## config.mk

```make
export PLATFORM = sky130hd
export DESIGN_NAME = mem_port_sequencer_flat
export DESIGN_NICKNAME = d
export VERILOG_FILES = /design/src/rtl/mem_port_sequencer_pkg.sv /design/src/rtl/mem_port_sequencer_if.sv /design/src/rtl/mem_port_sequencer_rd_tag_pipe.sv /design/src/rtl/mem_port_sequencer.sv /design/src/flat_wrapper.sv
export SDC_FILE = /design/constraint.sdc
export NUM_CORES = 1
export LEC_CHECK = 0
export CAP_MARGIN = 10
export CORE_ASPECT_RATIO = 0.8
export CORE_MARGIN = 5
export CORE_UTILIZATION = 40
export CTS_CLUSTER_DIAMETER = 60
export DETAILED_ROUTE_END_ITERATION = 16
export PLACE_DENSITY = 0.93
export SLEW_MARGIN = 30
export SYNTH_ARGS = -nofsm -noshare
export SYNTH_HDL_FRONTEND = slang
export SYNTH_SLANG_ARGS = --single-unit
```

## constraint.sdc

```tcl
create_clock -name CLK -period 4.3 [get_ports CLK]
set_input_delay 0.86 -clock CLK [delete_from_list [all_inputs] [get_ports CLK]]
set_output_delay 0.86 -clock CLK [all_outputs]
set_load 0.05 [all_outputs]
```

## src/rtl/mem_port_sequencer_pkg.sv

```systemverilog
`default_nettype none
// ============================================================================
// Module   : mem_port_sequencer_pkg
// Brief    : Shared constants and read-source tag encoding for the memory port.
// Revision : 1.0 - initial release
// ============================================================================
package mem_port_sequencer_pkg;

    localparam int ADDR_W             = 10;
    localparam int DATA_W             = 16;
    localparam int STARVE_MAX_DEFAULT = 2;
    localparam int STARVE_W           = 3;

    typedef enum logic [1:0] {
        TAG_NONE  = 2'd0,
        TAG_FETCH = 2'd1,
        TAG_DATA  = 2'd2
    } rd_tag_e;

endpackage
`default_nettype wire

```

## src/rtl/mem_port_sequencer_if.sv

```systemverilog
`default_nettype none
// ============================================================================
// Module   : mem_port_sequencer_if
// Brief    : Requester, read-return and block-RAM signals of the memory port.
// Revision : 1.0 - initial release
// ============================================================================
interface mem_port_sequencer_if;
    import mem_port_sequencer_pkg::*;

    logic              f_req;
    logic [ADDR_W-1:0] f_addr;
    logic              f_gnt;
    logic              d_req;
    logic              d_we;
    logic [ADDR_W-1:0] d_addr;
    logic [DATA_W-1:0] d_wdata;
    logic              d_gnt;
    logic              rvalid_f;
    logic              rvalid_d;
    logic [DATA_W-1:0] rdata;
    logic              ir_load;
    logic [ADDR_W-1:0] mem_addra;
    logic              mem_wea;
    logic [DATA_W-1:0] mem_dina;
    logic [DATA_W-1:0] mem_douta;
    logic              busy;

    modport slave (
        input  f_req, f_addr, d_req, d_we, d_addr, d_wdata, mem_douta,
        output f_gnt, d_gnt, rvalid_f, rvalid_d, rdata, ir_load,
               mem_addra, mem_wea, mem_dina, busy
    );

    modport master (
        output f_req, f_addr, d_req, d_we, d_addr, d_wdata, mem_douta,
        input  f_gnt, d_gnt, rvalid_f, rvalid_d, rdata, ir_load,
               mem_addra, mem_wea, mem_dina, busy
    );

endinterface
`default_nettype wire

```

## src/rtl/mem_port_sequencer_rd_tag_pipe.sv

```systemverilog
`default_nettype none
// ============================================================================
// Module   : mem_rd_tag_pipe
// Brief    : Two-stage read source tag pipeline with read data capture.
// Revision : 1.0 - initial release
// ============================================================================
module mem_rd_tag_pipe
    import mem_port_sequencer_pkg::*;
(
    input  wire logic              CLK,
    input  wire logic              reset,
    input  wire rd_tag_e           tag_in,
    input  wire logic [DATA_W-1:0] mem_douta,
    output logic                   rvalid_f,
    output logic                   rvalid_d,
    output logic [DATA_W-1:0]      rdata,
    output logic                   busy
);

    rd_tag_e           r_tag_s1;
    rd_tag_e           r_tag_s2;
    logic [DATA_W-1:0] r_rdata;
    logic              r_busy;

    // Stage 1 lines up with the cycle the RAM output is valid; capture there.
    always_ff @(posedge CLK) begin
        if (reset) begin
            r_tag_s1 <= TAG_NONE;
            r_tag_s2 <= TAG_NONE;
            r_rdata  <= '0;
            r_busy   <= 1'b0;
        end else begin
            r_tag_s1 <= tag_in;
            r_tag_s2 <= r_tag_s1;
            if (r_tag_s1 != TAG_NONE) begin
                r_rdata <= mem_douta;
            end
            r_busy <= (tag_in != TAG_NONE) || (r_tag_s1 != TAG_NONE);
        end
    end

    assign rvalid_f = (r_tag_s2 == TAG_FETCH);
    assign rvalid_d = (r_tag_s2 == TAG_DATA);
    assign rdata    = r_rdata;
    assign busy     = r_busy;

endmodule
`default_nettype wire

```

## src/rtl/mem_port_sequencer.sv

```systemverilog
`default_nettype none
// ============================================================================
// Module   : mem_port_sequencer
// Brief    : Arbitrates fetch and data requesters onto one single-port RAM.
// Revision : 1.0 - initial release
// ============================================================================
module mem_port_sequencer
    import mem_port_sequencer_pkg::*;
#(
    parameter int STARVE_MAX = STARVE_MAX_DEFAULT
) (
    input  wire logic           CLK,
    input  wire logic           reset,
    mem_port_sequencer_if.slave bus
);

    localparam logic [STARVE_W-1:0] C_STARVE_MAX = STARVE_W'(STARVE_MAX);

    logic [STARVE_W-1:0] r_starve_cnt;
    logic [ADDR_W-1:0]   r_last_addr;
    logic                w_f_gnt;
    logic                w_d_gnt;
    rd_tag_e             w_tag_in;
    logic                w_rvalid_f;
    logic                w_rvalid_d;
    logic [DATA_W-1:0]   w_rdata;
    logic                w_busy;

    // Data has priority unless fetch has been starved long enough.
    always_comb begin
        w_f_gnt = 1'b0;
        w_d_gnt = 1'b0;
        if (!reset) begin
            if (bus.f_req && (!bus.d_req || (r_starve_cnt == C_STARVE_MAX))) begin
                w_f_gnt = 1'b1;
            end else if (bus.d_req) begin
                w_d_gnt = 1'b1;
            end
        end
    end

    always_comb begin
        w_tag_in = TAG_NONE;
        if (w_f_gnt) begin
            w_tag_in = TAG_FETCH;
        end else if (w_d_gnt && !bus.d_we) begin
            w_tag_in = TAG_DATA;
        end
    end

    always_ff @(posedge CLK) begin
        if (reset) begin
            r_starve_cnt <= '0;
        end else if (!bus.f_req || w_f_gnt) begin
            r_starve_cnt <= '0;
        end else if (r_starve_cnt < C_STARVE_MAX) begin
            r_starve_cnt <= r_starve_cnt + 1'b1;
        end
    end

    // Idle cycles keep the last address on the RAM pins to avoid toggling.
    always_ff @(posedge CLK) begin
        if (reset) begin
            r_last_addr <= '0;
        end else if (w_f_gnt) begin
            r_last_addr <= bus.f_addr;
        end else if (w_d_gnt) begin
            r_last_addr <= bus.d_addr;
        end
    end

    assign bus.mem_addra = w_f_gnt ? bus.f_addr : (w_d_gnt ? bus.d_addr : r_last_addr);
    assign bus.mem_wea   = w_d_gnt & bus.d_we;
    assign bus.mem_dina  = w_d_gnt ? bus.d_wdata : '0;
    assign bus.f_gnt     = w_f_gnt;
    assign bus.d_gnt     = w_d_gnt;

    mem_rd_tag_pipe u_rd_tag_pipe (
        .CLK       (CLK),
        .reset     (reset),
        .tag_in    (w_tag_in),
        .mem_douta (bus.mem_douta),
        .rvalid_f  (w_rvalid_f),
        .rvalid_d  (w_rvalid_d),
        .rdata     (w_rdata),
        .busy      (w_busy)
    );

    assign bus.rvalid_f = w_rvalid_f;
    assign bus.rvalid_d = w_rvalid_d;
    assign bus.ir_load  = w_rvalid_f;
    assign bus.rdata    = w_rdata;
    assign bus.busy     = w_busy;

endmodule
`default_nettype wire

```

## src/flat_wrapper.sv

```systemverilog
// flat-port wrapper written by rule: the top's interface ports become plain ports
module mem_port_sequencer_flat import mem_port_sequencer_pkg::*;
#(
    parameter int STARVE_MAX = STARVE_MAX_DEFAULT
)
  (CLK, reset, bus_f_req, bus_f_addr, bus_d_req, bus_d_we, bus_d_addr, bus_d_wdata, bus_mem_douta, bus_f_gnt, bus_d_gnt, bus_rvalid_f, bus_rvalid_d, bus_rdata, bus_ir_load, bus_mem_addra, bus_mem_wea, bus_mem_dina, bus_busy);
  mem_port_sequencer_if bus_i ();
  input  wire logic CLK;
  input  wire logic reset;
  input wire logic [$bits(bus_i.f_req)-1:0] bus_f_req;
  input wire logic [$bits(bus_i.f_addr)-1:0] bus_f_addr;
  input wire logic [$bits(bus_i.d_req)-1:0] bus_d_req;
  input wire logic [$bits(bus_i.d_we)-1:0] bus_d_we;
  input wire logic [$bits(bus_i.d_addr)-1:0] bus_d_addr;
  input wire logic [$bits(bus_i.d_wdata)-1:0] bus_d_wdata;
  input wire logic [$bits(bus_i.mem_douta)-1:0] bus_mem_douta;
  output wire logic [$bits(bus_i.f_gnt)-1:0] bus_f_gnt;
  output wire logic [$bits(bus_i.d_gnt)-1:0] bus_d_gnt;
  output wire logic [$bits(bus_i.rvalid_f)-1:0] bus_rvalid_f;
  output wire logic [$bits(bus_i.rvalid_d)-1:0] bus_rvalid_d;
  output wire logic [$bits(bus_i.rdata)-1:0] bus_rdata;
  output wire logic [$bits(bus_i.ir_load)-1:0] bus_ir_load;
  output wire logic [$bits(bus_i.mem_addra)-1:0] bus_mem_addra;
  output wire logic [$bits(bus_i.mem_wea)-1:0] bus_mem_wea;
  output wire logic [$bits(bus_i.mem_dina)-1:0] bus_mem_dina;
  output wire logic [$bits(bus_i.busy)-1:0] bus_busy;
  assign bus_i.f_req = bus_f_req;
  assign bus_i.f_addr = bus_f_addr;
  assign bus_i.d_req = bus_d_req;
  assign bus_i.d_we = bus_d_we;
  assign bus_i.d_addr = bus_d_addr;
  assign bus_i.d_wdata = bus_d_wdata;
  assign bus_i.mem_douta = bus_mem_douta;
  assign bus_f_gnt = bus_i.f_gnt;
  assign bus_d_gnt = bus_i.d_gnt;
  assign bus_rvalid_f = bus_i.rvalid_f;
  assign bus_rvalid_d = bus_i.rvalid_d;
  assign bus_rdata = bus_i.rdata;
  assign bus_ir_load = bus_i.ir_load;
  assign bus_mem_addra = bus_i.mem_addra;
  assign bus_mem_wea = bus_i.mem_wea;
  assign bus_mem_dina = bus_i.mem_dina;
  assign bus_busy = bus_i.busy;
  mem_port_sequencer #(.STARVE_MAX(STARVE_MAX)) u_core (.CLK(CLK), .reset(reset), .bus(bus_i));
endmodule
```

== Word level (Yosys, flattened, before mapping) ==
Cells that the tools add are included.

* Bits in registers: 34
* Latch bits: 0
* Bits in writable memories: 0
* Bits in read-only memories: 0
* Input port bits: 57
* Output and inout bits: 49
* Logic and storage cells: 33
* Memories: 0

* Add/subtract/negate cells: 1
* Multipliers: 0
* Divide/modulo/power cells: 0
* Magnitude comparators: 1
* Eq/ne operators: 3
* Shifts and indexed selects: 0
* Muxes and demuxes: 10
* Bitwise logic cells: 1
* Reductions and logical operators: 11

{| class="wikitable"
|+ Operators with widths
! cell !! count
|-
| 2-to-1 mux 10 bit || 2
|-
| 2-to-1 mux 16 bit || 1
|-
| 2-to-1 mux 1 bit || 5
|-
| 2-to-1 mux 2 bit || 2
|-
| nonzero test 2 bit || 2
|-
| adder 3 x 1 -> 3 bit (second input constant) || 1
|-
| == test 3 x 2 -> 1 bit (second input constant) || 1
|-
| zero test 1 bit || 3
|-
| logical OR 1 bit || 3
|-
| < comparator 3 x 2 -> 1 bit (second input constant) || 1
|-
| == test 2 x 1 -> 1 bit (second input constant) || 1
|-
| == test 2 bit (second input constant) || 1
|-
| logical AND 1 bit || 2
|-
| OR reduction 2 bit || 1
|-
| bitwise AND 1 bit || 1
|}

== Logic depth before layout (Yosys ltp) ==
Gate-level depths: netlist of run 1.

* Depth after elaboration: 10
* Mapped depth: 6
* Mapped depth without buffers: 6

== By module ==
Synthesis of run 1 repeated with hierarchy kept, for this count alone.

* Cell total of the unflattened synthesis: 198
* Area total of the unflattened synthesis: 1717.9 µm²

{| class="wikitable"
|+ By module, submodules not included
! module !! instances !! cells an instance !! area an instance (µm²) !! sequential area each (µm²)
|-
| mem_port_sequencer || 1 || 113 || 914.6 || 260.2
|-
| mem_rd_tag_pipe || 1 || 85 || 803.3 || 420.4
|}

== Least setup slack after synthesis of run 1 ==
Ideal clock, no wire load.

* Path type: in2out
* From: in reset
* To: out bus_mem_addra[0]
* Arrival time: 2.207 ns
* Data required time: 3.440 ns
* Setup slack: 1.233 ns
* Stages: 4
* Buffers on the path: 1
* Path through: nand2b_1 > buf_4 > o21ai_2 > a31oi_1

* Longest elaborated chain between the ends: 3
* Elaborated cells on any way between the ends: 4
* Classes of those cells: 4 x mux

{| class="wikitable"
|+ Ends and longest elaborated chain
! what !! line !! RTL
|-
| from (decl) || flat_wrapper.sv:9 || <nowiki>input wire logic reset;</nowiki>
|-
| 2-to-1 mux 1 bit || mem_port_sequencer.sv:33 || <nowiki>if (!reset) begin</nowiki>
|-
| 2-to-1 mux 10 bit || mem_port_sequencer.sv:72 || <nowiki>assign bus.mem_addra = w_f_gnt ? bus.f_addr : (w_d_gnt ? bus.d_addr : r_last_addr);</nowiki>
|-
| 2-to-1 mux 10 bit * || mem_port_sequencer.sv:72 ||
|-
| to (decl) || flat_wrapper.sv:23 || <nowiki>output wire logic [$bits(bus_i.mem_addra)-1:0] bus_mem_addra;</nowiki>
|}

Every way passes the cells marked *; elsewhere a longest branch is shown, timed or not.

== Final worst setup path of run 1 ==
* From: in reset
* To: out bus_mem_addra[3]

Same word-level chain as after synthesis.

==> impl_results.md, run 1 <==
* Flop and latch count out of synthesis at 34
* Top delay family on crit path: buffers and inverters
* Number of antenna diodes at 0
* Type of the tightest min-delay check: reg2reg
* Count of distinct cell types in the synthesized netlist at 27
* Max Buffers Root-to-Sink at 2
* Worst Setup End Kind: output pin
* Initial core utilization at 41.2%
* Post-Route Setup TNS at 0 ns
* Sequential fraction of the synthesis area at 39.5%
* Count of hold buffers inserted by post-cts repair at 0
* Num Clock Sinks at 34
* Area post-placement at 2920 um2
* Post-route fraction of the period consumed by the critical path at 82.8%
* Count of fill cells added during filler insertion at 312
* Number of synthesized flops with an enable pin at 0
* Overall power consumption at 0.913 mW
* Post-synth ARST share at 0%
* Least setup slack across all paths after layout at 0.742 ns
* Max VDD drop at 0.170 mV
* Vias in the first global route at 1,803
* Highest layer used for signal routing: met4
* Critical path fanouts, max at 28
* Violation count after the first detailed-route iteration at 69
* Wire length of the first global-routing pass at 8330 um
* Post-DR vias/cell at 5.16
* Total CTS buffers at 5
* DR WL/cell at 14.7 um
* Final ANT Viol Nets at 0
* Syn-to-layout area delta at 76.1%
* Area contributors post-synth: sky130_fd_sc_hd__dfxtp_1 (40%), sky130_fd_sc_hd__a311oi_2 (8.7%), sky130_fd_sc_hd__nand2_1 (7.0%)
* Clock H-tree levels at 2
* Most common library cells after synthesis: sky130_fd_sc_hd__dfxtp_1 (34), sky130_fd_sc_hd__nand2_1 (32), sky130_fd_sc_hd__a21oi_1 (17), sky130_fd_sc_hd__and2_1 (17), sky130_fd_sc_hd__nand4_1 (11)
* Clock insertion delay at the later pin of the skew report at 0.28 ns
* Shortest clock period the worst path allows after layout at 3.56 ns
* Number of buffers added for setup after CTS at 0
* Most repeated library cell on the critical path: sky130_fd_sc_hd__buf_4
* Dominant register cell in the synthesized netlist: sky130_fd_sc_hd__dfxtp_1
* Total length of routed wires at 5210 um
* Clock root buffer master: sky130_fd_sc_hd__clkbuf_8
* Worst-path cell with the longest stage delay: sky130_fd_sc_hd__clkdlybuf4s50_1
* Area of the placeable core at 4180 um2
* Worst Tran Pin Value at 0.804 ns
* Cts repair resizes at 0
* DP Wirelength at 4050 um
* Pleak at 1.12 nW
* Post-Synthesis Cells at 197
* Path type of the worst setup path: in2out
* Headroom to the max-slew limit at 46.4%
* Met1 Routed Length at 1970 um
* Final hold violation count at 0
* Die span in y at 68.7 um
* Total setup violations reported at the end of the flow at 0
* Cells along the critical path: clkdlybuf4s50_1 > buf_4 > inv_1 > nand4_1 > a31oi_1 > buf_4
* CP peak stage delay at 0.47 ns
* WP data required at 3.44 ns
* Share of the synthesized area in the top cell type at 39.5%
* Placement row count at 21
* WHS at 0.454 ns
* Antenna violations before repair at 0
* Cell with the most instances after synthesis: sky130_fd_sc_hd__dfxtp_1
* Pins Over Slew Limit at 0
* Layout Skew at 0.00620 ns
* Yosys warns at 0
* # Max-Cap Violations at 0
* Post-route DRC violation count at 0
* CTS clk-pin slew, worst paths at 0.06 ns
* Met2 Routed Length at 2770 um
* Number of primary I/O pins at 106
* Routability congestion estimate from global placement at 0.775
* Result of the run: completed
* Die Span X at 83.4 um
* Ratio of cells with drive above 1 in the final layout at 21.2%
* Max Fclk at 281 MHz
* Clock tree from TritonCTS: yes
* Cell type with the highest aggregate area in the netlist: sky130_fd_sc_hd__dfxtp_1
* Via count of the routed design at 1,828
* Overflow left after global routing at 0
* Kind of launch point of the worst setup path: input pin
* Die Footprint at 5720 um2
* GR Util All Layers at 18.3%
* Design area at 3030 um2
* Avg Cell Area, Syn at 8.74 um2
* Count of port buffers added during placement at 105
* Count of buffer and inverter cells on the critical path at 4
* Nets at 355
* Pin count of the biggest net entering global routing at 29
* Ratio of total power to cell area at 301 nW/um2
* Wire length on met3 at 341 um
* First-pass iteration count of the detailed router at 4
* RSZ-0062 raised after global routing: false
* Post-synth design cell area at 1720 um2
* Arrival @ worst endpoint at 2.70 ns
* Net count of the mapped netlist at 256
* Pre-CTS setup slack at 0.784 ns
-- layer usage --
metal	track usage, %	vias to the layer above
li1	-	902
met4	8.78	0
met3	4.99	13
met5	0	-
met1	19.0	847
met2	35.4	66
-- state kept, by name, indices dropped and copies added (netlist names) --
name	cells
u_core.u_rd_tag_pipe.rdata	16
u_core.r_last_addr	10
u_core.r_starve_cnt	3
u_core.u_rd_tag_pipe.r_tag_s1	2
u_core.u_rd_tag_pipe.r_tag_s2	2
u_core.u_rd_tag_pipe.busy	1
-- final cells by class --
cell class                      count  area, um2  area share, %
Multi-Input combinational cell    141        921           30.4
Timing Repair Buffer              109       1230           40.7
Clock inverter                      1       30.0          0.991
Inverter                            5       18.8          0.619
Tap cell                           57       71.3           2.35
Clock buffer                        7       76.3           2.52
Sequential cell                    34        681           22.5
-- through the flow --
| step | cells | utilization, % |
|---|---|---|
| finish | 354 | 72.6 |
| global route | 354 | 72.6 |
| CTS | 354 | 72.5 |
| detailed placement | 346 | 70.0 |
| global placement | 346 | 70.0 |
| floorplan | 197 | - |
-- layout by cell type (no fill, tap or decap), drive strengths merged, types with 2 or more instances in the layout --
cell type	count
inv	5
nand4	11
a311oi	10
dfxtp	34
a31oi	10
a21oi	17
ha	2
nand2b	3
nand2	32
nor2b	4
o21ai	10
nor2	8
buf	33
clkdlybuf4s50	76
a211oi	10
clkbuf	7
and2	17
-- cells by family (layout without fill, tap and decap cells) --
kind of cell / count (synthesis) / in the layout / synth area share [%]
xor gates and xnor gates: 1 / 1 / 0.509
DFF: 34 / 34 / 39.5
buffers and inverters: 22 / 122 / 7.12
adders and majority gates: 2 / 2 / 1.45
AOI/OAI and AO/OA: 59 / 59 / 27.7
and+or+nand+nor: 79 / 79 / 23.7
-- tightest hold or removal path, delay by kind of cell, from the launching register on --
kind / cells / cell delay, ns
flip-flops: 1 / 0.31
AND/OR/NAND/NOR: 1 / 0.05
AO/OA/AOI/OAI: 1 / 0.05
-- final timing paths --
| path | startpoint | end | cells past startpoint | slack (ns) |
|---|---|---|---|---|
| max | reset | bus_mem_addra[3] | 6 | 0.74 |
| min | u_core.u_rd_tag_pipe.rdata[8] | u_core.u_rd_tag_pipe.rdata[8] | 2 | 0.45 |
| max reg2reg | u_core.r_starve_cnt[0] | u_core.u_rd_tag_pipe.busy | 6 | 1.96 |
| min reg2reg | u_core.u_rd_tag_pipe.rdata[8] | u_core.u_rd_tag_pipe.rdata[8] | 2 | 0.45 |
-- report_power, final --
group | total, mW | internal [mW] | switching (mW)
registers | 0.341 | 0.332 | 0.00838
logic | 0.294 | 0.127 | 0.166
clock network | 0.278 | 0.173 | 0.105
(Power assumes the default switching activity.)
==> run 2, diff against run 1 <==
- CORE_UTILIZATION: 40 -> 33
- PLACE_DENSITY: 0.93 -> 0.83
- clock period: 4.3 -> 3 ns (I/O delays scaled with it)
==> run 2 against run 1 <==
Net effect: critical path depth is 1 lower; critical path type unchanged; sequential share of layout area down 0.61 points; non-clock buffer count grew 4; critical endpoint is now bus_mem_dina[11]; highest routed layer unchanged; setup slack got worse by 0.48 ns; first-iteration DRC count down 19%; die area up 18%; sequential cell count did not move; hold slack is essentially flat; clock power is 85% higher; sequential power grew 43%; global-route usage fell by 2.2 points; total power grew 56%.
==> impl_results.md, run 2 (same netlist as run 1, synthesis figures left out) <==
* Post-route DRC violation count at 0 (unchanged)
* CP peak stage delay at 0.62 ns (was 0.47 ns)
* DR WL/cell at 14.9 um (was 14.7 um)
* Cts repair resizes at 0 (unchanged)
* Final ANT Viol Nets at 0 (unchanged)
* Max Buffers Root-to-Sink at 2 (unchanged)
* Die span in y at 74.6 um (was 68.7 um)
* Num Clock Sinks at 34 (unchanged)
* Pleak at 1.16 nW (was 1.12 nW)
* WP data required at 2.40 ns (was 3.44 ns)
* Area post-placement at 2970 um2 (was 2920 um2)
* Count of hold buffers inserted by post-cts repair at 0 (unchanged)
* Ratio of cells with drive above 1 in the final layout at 22.9% (was 21.2%)
* DP Wirelength at 4310 um (was 4050 um)
* Post-DR vias/cell at 4.95 (was 5.16)
* Count of port buffers added during placement at 105 (unchanged)
* Final cell utilization of the core at 61.9% (was 72.6%)
* Ratio of total power to cell area at 458 nW/um2 (was 301 nW/um2)
* Die Footprint at 6770 um2 (was 5720 um2)
* Hold-critical path depth at 2 (unchanged)
* # Max-Cap Violations at 0 (unchanged)
* Kind of launch point of the worst setup path: input pin (unchanged)
* Wire length of the first global-routing pass at 8720 um (was 8330 um)
* Commonest cells after routing, fill and taps aside: sky130_fd_sc_hd__clkdlybuf4s50_1 (76), sky130_fd_sc_hd__dfxtp_1 (34), sky130_fd_sc_hd__nand2_1 (32) (unchanged)
* Clock group share of total power at 35.9% (was 30.5%)
* Worst Tran Pin Value at 0.611 ns (was 0.804 ns)
* CTS clk-pin slew, worst paths at 0.07 ns (was 0.06 ns)
* NetSw at 0.411 mW (was 0.280 mW)
* Design area at 3120 um2 (was 3030 um2)
* Post-route fraction of the period consumed by the critical path at 91.4%
* Syn-to-layout area delta at 81.0% (was 76.1%)
* Headroom to the max-slew limit at 59.2% (was 46.4%)
* Max FFs per register at 16 (unchanged)
* Cells along the critical path: clkdlybuf4s50_1 > nand2b_1 > nor2_4 > and2_1 > buf_12 (was clkdlybuf4s50_1 > buf_4 > inv_1 > nand4_1 > a31oi_1 > buf_4)
* Routability congestion estimate from global placement at 0.842 (was 0.775)
* Max Fclk at 365 MHz
* Clock root buffer master: sky130_fd_sc_hd__clkbuf_8 (unchanged)
* Layout Skew at 0.00174 ns (was 0.00620 ns)
* Total setup violations reported at the end of the flow at 0 (unchanged)
* Total CTS buffers at 5 (unchanged)
* Power share of the combinational group at 29.9% (was 32.2%)
* Arrival @ worst endpoint at 2.14 ns (was 2.70 ns)
* Post-Route Setup TNS at 0 ns (unchanged)
* Antenna violations before repair at 0 (unchanged)
* Number of buffers added for setup after CTS at 0 (unchanged)
* Violation count after the first detailed-route iteration at 56 (was 69)
* First-pass iteration count of the detailed router at 4 (unchanged)
* Number of antenna diodes at 0 (unchanged)
* Worst-path cell with the longest stage delay: sky130_fd_sc_hd__clkdlybuf4s50_1 (unchanged)
* Path type of the worst setup path: in2out (unchanged)
* Type of the tightest min-delay check: reg2reg (unchanged)
* Final hold violation count at 0 (unchanged)
* Die Span X at 90.8 um (was 83.4 um)
* Shortest clock period the worst path allows after layout at 2.74 ns
* Result of the run: completed (unchanged)
* Total internal power at 1.02 mW (was 0.633 mW)
* R2r worst-path depth at 7 (was 6)
* Placement row count at 23 (was 21)
* Initial core utilization at 34.2% (was 41.2%)
* Worst Setup End Kind: output pin (unchanged)
* Clock H-tree levels at 2 (unchanged)
* Number of primary I/O pins at 106 (unchanged)
* Critical path fanouts, max at 18 (was 28)
* Commonest non-fill, non-tap cell in the layout: sky130_fd_sc_hd__clkdlybuf4s50_1 (unchanged)
* Pins Over Slew Limit at 0 (unchanged)
* Clock insertion delay at the later pin of the skew report at 0.28 ns (about the same)
* Share of power burned in registers at 34.2% (was 37.3%)
* Area of the placeable core at 5040 um2 (was 4180 um2)
* Via count of the routed design at 1,796 (was 1,828)
* GR Util All Layers at 16.1% (was 18.3%)
* Total length of routed wires at 5400 um (was 5210 um)
* Clock tree from TritonCTS: yes (unchanged)
* Nets at 359 (was 355)
* Vias in the first global route at 1,792 (was 1,803)
* Pin count of the biggest net entering global routing at 19 (was 29)
* RSZ-0062 raised after global routing: false (unchanged)
* Overflow left after global routing at 0 (unchanged)
* Max VDD drop at 0.248 mV (was 0.170 mV)
* Fraction of power spent switching nets at 28.8% (was 30.7%)
-- run 2: cell type report --
class                   count  area [um2]
clock buffers               6        82.6
repair buffers            113        1280
flip-flops and latches     34         681
clock inverters             2        60.1
multi-input cells         141         921
fillers                   424        1920
well taps                  62        77.6
inverters                   5        18.8
-- run 2: metrics by stage --
| stage | instances | power (mW) | setup slack [ns] | hold slack, ns |
|---|---|---|---|---|
| CTS | 363 | 1.44 | 0.252 | 0.456 |
| global route | 363 | 1.49 | 0.141 | 0.471 |
| floorplan | 197 | 0.733 | 0.453 | 0.453 |
| finish | 363 | 1.43 | 0.259 | 0.453 |
| global placement | 355 | 0.919 | 0.306 | 0.440 |
| detailed placement | 355 | 0.926 | 0.266 | 0.446 |
-- run 2: worst paths after layout --
kind / start / slack (ns) / endpoint
worst max-delay path: bus_d_req / 0.26 / bus_mem_dina[11]
worst min-delay path: u_core.u_rd_tag_pipe.rdata[12] / 0.45 / u_core.u_rd_tag_pipe.rdata[12]
worst max register to register: u_core.r_starve_cnt[0] / 1.33 / u_core.u_rd_tag_pipe.busy
worst min register to register: u_core.u_rd_tag_pipe.rdata[12] / 0.45 / u_core.u_rd_tag_pipe.rdata[12]
-- run 2: routing by layer --
layer	vias up	global-route usage (%)	part of all wire, %
li1	907	-	-
met1	812	18.1	40
met2	72	29.1	51
met3	5	5.76	8.7
met4	0	5.12	0.96
met5	-	0	0
-- run 2: worst max-delay path, delay by kind of cell --
family / cells / cell delay [ns]
buf+inv: 2 / 0.77
simple gates: 3 / 0.76
-- run 2: power groups by stage --
stage	clock, mW	combinational [mW]	sequential, mW
2_1_floorplan	0	0.193	0.540
3_3_place_gp	0	0.422	0.498
3_5_place_dp	0	0.428	0.498
4_1_cts	0.527	0.429	0.488
5_1_grt	0.548	0.449	0.491
6_report	0.513	0.427	0.488
